File: config.mk
export PLATFORM = sky130hd
export DESIGN_NAME = instr_fetch
export DESIGN_NICKNAME = d
export VERILOG_FILES = /design/src/rtl/instr_fetch_pkg.sv /design/src/rtl/ifid_reg.sv /design/src/rtl/instr_fetch.sv
export SDC_FILE = /design/constraint.sdc
export NUM_CORES = 1
export LEC_CHECK = 0
export BUFFER_PORTS_ARGS = -buffer_cell sky130_fd_sc_hd__buf_2
export CORE_MARGIN = 2
export CORE_UTILIZATION = 30
export CTS_CLUSTER_SIZE = 24
export DETAILED_ROUTE_END_ITERATION = 12
export GPL_ROUTABILITY_DRIVEN = 0
export SLEW_MARGIN = 20
export SYNTH_ARGS = -nofsm -noshare
export SYNTH_HDL_FRONTEND = slang
export SYNTH_SLANG_ARGS = --single-unit
export TNS_END_PERCENT = 100
File: constraint.sdc
create_clock -name clk -period 5.6 [get_ports clk]
set_clock_uncertainty 0.1 [all_clocks]
set_input_delay 0.84 -clock clk [delete_from_list [all_inputs] [get_ports clk]]
set_output_delay 0.84 -clock clk [all_outputs]
set_load 0.02 [all_outputs]
File: src/rtl/instr_fetch_pkg.sv
// Shared fetch-stage constants: NOP encoding, reset PC and fetch FSM state encodings.
package instr_fetch_pkg;

    localparam logic [31:0] DEF_NOP_INSTR = 32'h0000_0000;
    localparam logic [31:0] DEF_RESET_PC  = 32'h0000_0000;

    localparam logic [1:0] ST_FETCH  = 2'd0;
    localparam logic [1:0] ST_HELD   = 2'd1;
    localparam logic [1:0] ST_SQUASH = 2'd2;

    function automatic logic [31:0] pc_inc(input logic [31:0] p);
        return p + 32'd4;
    endfunction

endpackage

File: src/rtl/ifid_reg.sv
// IF/ID pipeline register: load a fetched word, inject a NOP bubble, or hold.
// Load wins over NOP inject; pc_out/pc_plus4_out only change on a real load.
module ifid_reg
    import instr_fetch_pkg::*;
#(
    parameter logic [31:0] NOP_INSTR = DEF_NOP_INSTR
) (
    input  logic        clk,
    input  logic        reset,
    input  logic        load,
    input  logic        inject_nop,
    input  logic [31:0] instr_in,
    input  logic [31:0] pc_in,
    output logic [31:0] instr_out,
    output logic        valid_out,
    output logic [31:0] pc_out,
    output logic [31:0] pc_plus4_out
);

    always_ff @(posedge clk or posedge reset) begin
        if (reset) begin
            instr_out    <= NOP_INSTR;
            valid_out    <= 1'b0;
            pc_out       <= 32'h0000_0000;
            pc_plus4_out <= 32'h0000_0004;
        end else if (load) begin
            instr_out    <= instr_in;
            valid_out    <= 1'b1;
            pc_out       <= pc_in;
            pc_plus4_out <= pc_inc(pc_in);
        end else if (inject_nop) begin
            instr_out    <= NOP_INSTR;
            valid_out    <= 1'b0;
        end
    end

endmodule

File: src/rtl/instr_fetch.sv
// IF stage + IF/ID register: PC, req/ack fetch FSM, redirects; 1-cycle ack->instr_out latency.
// Stall/pc_enable freeze IF/ID; an acked word is buffered (HELD) and requests are never withdrawn.
// Build option BRANCH_DELAY_SLOT_EN: deliver the word after a branch instead of squashing it.
module instr_fetch
    import instr_fetch_pkg::*;
#(
    parameter logic [31:0] RESET_PC  = DEF_RESET_PC,
    parameter logic [31:0] NOP_INSTR = DEF_NOP_INSTR
) (
    input  logic        clk,
    input  logic        reset,
    input  logic        pc_enable_in,
    input  logic        stall_in,
    input  logic        redirect_in,
    input  logic [31:0] redirect_target_in,
    output logic        imem_req_out,
    output logic [31:0] imem_addr_out,
    input  logic        imem_ack_in,
    input  logic [31:0] imem_data_in,
    output logic [31:0] instr_out,
    output logic        instr_valid_out,
    output logic [31:0] pc_out,
    output logic [31:0] pc_plus4_out
);

    logic [1:0]  state, state_n;
    logic [31:0] pc, pc_n;
    logic [31:0] hold_buf, hold_buf_n;
    logic [31:0] squash_addr, squash_addr_n;
    logic        advance;
    logic        ld;
    logic        nop;
    logic [31:0] ld_data;

    assign advance       = pc_enable_in & ~stall_in;
    assign imem_req_out  = ~reset & (state != ST_HELD);
    assign imem_addr_out = (state == ST_SQUASH) ? squash_addr : pc;

`ifdef BRANCH_DELAY_SLOT_EN
    logic        pend, pend_n;
    logic [31:0] pend_target, pend_target_n;
    logic [31:0] next_pc;

    // A redirect arriving this cycle counts as already pending for the delay slot.
    assign next_pc = redirect_in ? redirect_target_in :
                     pend        ? pend_target        : pc_inc(pc);

    always_comb begin
        state_n       = state;
        pc_n          = pc;
        hold_buf_n    = hold_buf;
        squash_addr_n = squash_addr;
        pend_n        = pend;
        pend_target_n = pend_target;
        ld            = 1'b0;
        nop           = 1'b0;
        ld_data       = imem_data_in;
        if (redirect_in) begin
            pend_n        = 1'b1;
            pend_target_n = redirect_target_in;
        end
        case (state)
            ST_FETCH: begin
                if (imem_ack_in) begin
                    if (advance) begin
                        ld     = 1'b1;
                        pc_n   = next_pc;
                        pend_n = 1'b0;
                    end else begin
                        hold_buf_n = imem_data_in;
                        state_n    = ST_HELD;
                    end
                end else if (advance) begin
                    nop = 1'b1;
                end
            end
            ST_HELD: begin
                if (advance) begin
                    ld      = 1'b1;
                    ld_data = hold_buf;
                    pc_n    = next_pc;
                    pend_n  = 1'b0;
                    state_n = ST_FETCH;
                end
            end
            default: begin
                if (imem_ack_in) state_n = ST_FETCH;
                if (advance) nop = 1'b1;
            end
        endcase
    end

    always_ff @(posedge clk or posedge reset) begin
        if (reset) begin
            pend        <= 1'b0;
            pend_target <= 32'h0000_0000;
        end else begin
            pend        <= pend_n;
            pend_target <= pend_target_n;
        end
    end

    a_no_double_redirect: assert property (@(posedge clk) disable iff (reset)
        !(redirect_in && pend));
`else
    always_comb begin
        state_n       = state;
        pc_n          = pc;
        hold_buf_n    = hold_buf;
        squash_addr_n = squash_addr;
        ld            = 1'b0;
        nop           = 1'b0;
        ld_data       = imem_data_in;
        case (state)
            ST_FETCH: begin
                if (redirect_in) begin
                    // The word at branch+4 is dropped; an unacked one is drained in SQUASH.
                    pc_n = redirect_target_in;
                    nop  = advance;
                    if (!imem_ack_in) begin
                        squash_addr_n = pc;
                        state_n       = ST_SQUASH;
                    end
                end else if (imem_ack_in) begin
                    if (advance) begin
                        ld   = 1'b1;
                        pc_n = pc_inc(pc);
                    end else begin
                        hold_buf_n = imem_data_in;
                        state_n    = ST_HELD;
                    end
                end else if (advance) begin
                    nop = 1'b1;
                end
            end
            ST_HELD: begin
                if (redirect_in) begin
                    pc_n    = redirect_target_in;
                    nop     = advance;
                    state_n = ST_FETCH;
                end else if (advance) begin
                    ld      = 1'b1;
                    ld_data = hold_buf;
                    pc_n    = pc_inc(pc);
                    state_n = ST_FETCH;
                end
            end
            default: begin
                if (redirect_in) pc_n = redirect_target_in;
                if (imem_ack_in) state_n = ST_FETCH;
                if (advance) nop = 1'b1;
            end
        endcase
    end
`endif

    always_ff @(posedge clk or posedge reset) begin
        if (reset) begin
            state       <= ST_FETCH;
            pc          <= RESET_PC;
            hold_buf    <= 32'h0000_0000;
            squash_addr <= 32'h0000_0000;
        end else begin
            state       <= state_n;
            pc          <= {pc_n[31:2], 2'b00};
            hold_buf    <= hold_buf_n;
            squash_addr <= squash_addr_n;
        end
    end

    ifid_reg #(
        .NOP_INSTR (NOP_INSTR)
    ) u_ifid (
        .clk          (clk),
        .reset        (reset),
        .load         (ld),
        .inject_nop   (nop),
        .instr_in     (ld_data),
        .pc_in        (pc),
        .instr_out    (instr_out),
        .valid_out    (instr_valid_out),
        .pc_out       (pc_out),
        .pc_plus4_out (pc_plus4_out)
    );

endmodule

# == Word level (Yosys, flattened, before mapping) ==
# Cells that the tools add are included.
# W data, S select, Z words.
# op_classes
add_sub_neg,1
muxes,31
n_bitwise,6
n_reduce_logical,8
eq_ne,7
# op_table
cell,count
$mux W32,11
$pmux W32 S2,1
$add A32 B3 Y32 const B,1
$mux W2,7
$ne A3 B3 Y1 const B,4
$mux W1,9
$reduce_and A3 Y1,2
$reduce_bool A3 Y1,2
$reduce_and A5 Y1,1
$not A1 Y1,4
$pmux W1 S2,2
$pmux W2 S2,1
$and A1 B1 Y1,2
$eq A2 B1 Y1 const B,1
$eq A2 B2 Y1 const B,1
$logic_not A2 Y1,1
$ne A2 B1 Y1 const B,1
$reduce_and A2 Y1,1
$reduce_bool A2 Y1,1
# word_totals
in_bits,70
regBits,189
word_cells,61
output_inout_bits,130

# == Depth between registers and ports, before layout ==
# depth
depth_word,8
depth_mapped,7
mapped_depth_nobuf,6

# == Cells and area by module ==
# Synthesis repeated with hierarchy kept, for this count alone.
# hier_totals
cells_unflattened,806
area_unflattened_um2,9096.2
# modules_own_cells
mod,seq_area_each_um2,area_per_inst_um2,cells_per_inst,instances
instr_fetch,2352.3,4957.3,431,1
ifid_reg,2378.5,4139.0,375,1

# == Least setup slack after synthesis ==
# OpenSTA, ideal clock, no wires.
# synth_path
path_kind,reg2out
from,register state[1]
to,output imem_addr_out[10]
path_stages_with_launch,5
n_path_buf,1
setup_slack_ps,3134
t_arrival_ps,1526
required_ps,4660
path_cell_list,dfrtp_1 inv_1 nor2_1 clkbuf_1 mux2_2
# synth_via
elab_chain_len,2
# synth_lines
element,line_no,rtl
from (decl),instr_fetch.sv:26,"logic [1:0] state, state_n;"
from (signal assigned),instr_fetch.sv:164,state <= state_n;
$eq A2 B2 Y1,instr_fetch.sv:37,assign imem_addr_out = (state == ST_SQUASH) ? squash_addr : pc;
$mux W32,instr_fetch.sv:37,
to (decl),instr_fetch.sv:17,"output logic [31:0] imem_addr_out,"
# No other way between the ends.

# == Worst setup path after layout ==
# layout_path
from,register state[1]
to,output imem_addr_out[19]
# The elaborated chain is that of the path after synthesis.

==> out/metrics.yaml <==
pwr:
  switching_share_pct: 32.9
  p_clk_share_pct: 30.0
  power.net_switching_mw: 1.34
  p_leak_nw: 5.11
  peakVddDrop_mv: 0.187
  seqPwrFrac_pct: 45.7
  internal_power_mw: 2.74
  p_total_mw: 4.09
  pwr_density_cell_nw_per_um2: 391
  combPwrFrac_pct: 24.3
critical_path:
  arrival_ns: 2.31
  rrSetupSlack_ns: 2.85
  cp-end-kind: "output port"
  regToRegStartpoint: "state[0]$_DFFE_PP0P_"
  path_max_fanout: 13
  crit_type: "reg2out"
  r2r_end: "pc[8]$_DFFE_PP0P_"
  reg2reg_depth: 5
  cp.required_ns: 4.66
  cp-start-kind: "flop"
detailed_routing:
  first_pass_iters: 5
  drt_iter0_markers: 302
  dr_total_vias: 6374
  wire_per_inst_um: 16.9
  ant_nets: 0
  vias_per_cell: 4.66
  totalWireLength_um: 23100
  drc: 0
floorplan:
  num_io_pins: 200
  rows: 62
  core_area_um2: 28600
  chipWidth_um: 174
  die_h_um: 174
  fp.dieArea_um2: 30400
  initial_core_util_pct: 30.4
layout:
  insertedDiodeCount: 0
  drive_gt1_share_pct: 34.6
  area_growth_pct: 20.2
  final_nets: 1041
synth:
  synthesis.area_um2: 8700
  synth_cells: 811
  synthDistinctLibCells: 55
  yosysWarnings: 0
  synth_area_leaders: "dfrtp_1 (53%), mux2_2 (12%), nand2_1 (8.3%)"
  yosys.area.top_type: "dfrtp_1"
  syn-mean-instance-area_um2: 10.7
  synth_edf_count: 0
  async_flop_share_pct: 100
  yosysSeqAreaShare_pct: 53.8
  yosysTopAreaCellShare_pct: 53.5
  ys_seq_elements: 187
  ys.flop_type: "dfrtp_1"
grt:
  grt_max_degree: 73
  track_usage_pct: 15.4
  grt_overflow: 0
  antenna_found_initial: 1
  grt_pass1_wl_um: 36800
  grt_pass1_vias: 6475
hold_path:
  min_from: "u_ifid.pc_out[11]$_DFFE_PP0P_"
  worstHoldPathType: "reg2reg"
  holdPathStages: 2
  whs_endpoint: "u_ifid.pc_out[11]$_DFFE_PP0P_"
clocking:
  cts_made_buffers: 17
  clk_latency_ns: 0.43
  cts_htree_levels: 4
  hold_buffers: 0
  cts_tree: "built"
  postCtsResizedCells: 0
  cts_num_sinks: 187
  max-clock-path-buffers: 2
  cts_root_buf: "clkbuf_16"
  path_clk_slew_ns: 0.08
  cts_setup_buffers: 0
timing:
  tightest_slew_ns: 1.08
  rsz0062_at_grt: "no"
  final.setup.tns_ns: 0
  min_period_ns: 3.25
  period_share_pct: 58.0
  max_freq_ghz: 0.308
  finalHoldViolCount: 0
  maxSlewHeadroom_pct: 27.8
  final_max_slew_viol_count: 0
  setup_viol: 0
run:
  cap_viol_max_count: 0
status:
  status: "finished clean"
placement:
  dp_hpwl_um: 15800
  io_buffers: 191
[synthesized netlist by cell type, types with 9 or more instances]
cell        n
mux2_2     89
xor2_1     23
nor2_1     16
dfrtp_1   186
nand2_1   193
mux2i_1    32
o21ai_0    78
buf_4       9
nand3_1    15
buf_1       9
clkbuf_1   31
nand4_1    10
xnor2_1    17
[sequential cells by signal, indices dropped and copies added, names as in the netlist]
signal	count
state	2
u_ifid.valid_out	1
squash_addr	30
u_ifid.pc_out	30
hold_buf	32
u_ifid.instr_out	32
pc	30
u_ifid.pc_plus4_out	30
[critical path: stages, from the launching register on]
cell     delay, ns
dfrtp_1       0.48
inv_1         0.14
nor2_4        0.36
buf_16        0.21
buf_8         0.16
mux2_2        0.35
buf_2         0.16
[per-stage QoR]
stage	hold slack, ns	utilization, %	worst slack [ns]	area (um^2)	instances
5_1_grt	0.395	36.6	2.20	10500	1367
2_1_floorplan	0.375	-	2.25	8720	816
3_5_place_dp	0.358	34.5	2.31	9890	1335
4_1_cts	0.371	36.6	2.30	10500	1367
6_report	0.367	36.6	2.35	10500	1367
3_3_place_gp	0.355	34.4	2.32	9840	1333
[cells by family after synthesis]
kind of cell    share of synthesized area (%)
simple gates                             14.3
flops                                    53.8
mux                                      15.2
compound gates                           7.25
buf+inv                                  5.22
xor+xnor                                 4.03
fa+ha+maj                               0.144
other cells                            0.0431
[how the worst max path moves through the flow]
stage,start,end,slack (ns),depth (start not counted)
6_report,state[1]$_DFFE_PP0P_,imem_addr_out[19],2.35,6
3_5_place_dp,stall_in,pc[10]$_DFFE_PP0P_,2.31,7
2_1_floorplan,reset,hold_buf[0]$_DFFE_PP0P_,2.25,1
5_1_grt,state[1]$_DFFE_PP0P_,imem_addr_out[19],2.20,6
4_1_cts,state[1]$_DFFE_PP0P_,imem_addr_out[19],2.30,6
3_3_place_gp,stall_in,pc[10]$_DFFE_PP0P_,2.32,7
[power groups by stage]
stage / clock [mW] / sequential, mW / combinational (mW)
2_1_floorplan: 0 / 2.01 / 0.539
3_3_place_gp: 0 / 1.88 / 0.989
3_5_place_dp: 0 / 1.89 / 1.01
4_1_cts: 1.27 / 1.87 / 1.01
5_1_grt: 1.32 / 1.92 / 1.09
6_report: 1.23 / 1.87 / 0.995
[layer usage]
layer	routed length, um	up-vias	track usage [%]	part of all wire (%)
met5	11	-	0	0.048
met4	148	2	3.05	0.64
met3	1540	8	5.03	6.7
met2	10500	168	23.9	45
met1	10900	3108	21.0	47
li1	-	3088	-	-
[final cells by class]
class                   count  area [um^2]
repair buffers            205         1090
multi-input cells         553         3610
clock inverters            12          141
inverters                   6         26.3
well taps                 384          480
clock buffers              20          437
fillers                  2890        18200
flip-flops and latches    187         4680
[placed cells by master, fill, tap and decap left out, types with 3 or more instances in the layout]
cell type / n
xor2_1: 23
nand4_1: 10
dfrtp_1: 186
buf_4: 12
and3_1: 6
nor2_1: 15
o211ai_1: 7
clkbuf_16: 17
o311ai_1: 4
conb_1: 6
o21ai_0: 78
nand3_1: 15
mux2_2: 89
buf_2: 191
nor4_1: 3
and4_1: 3
nand2b_1: 3
clkbuf_1: 3
clkinv_4: 3
mux2i_1: 32
a221o_1: 4
xnor2_1: 17
a21o_1: 3
nor3_1: 7
o21ai_1: 3
inv_1: 4
nand2_1: 193
a21oi_1: 4
clkinvlp_4: 6
Power figures use the tool's default switching activity.
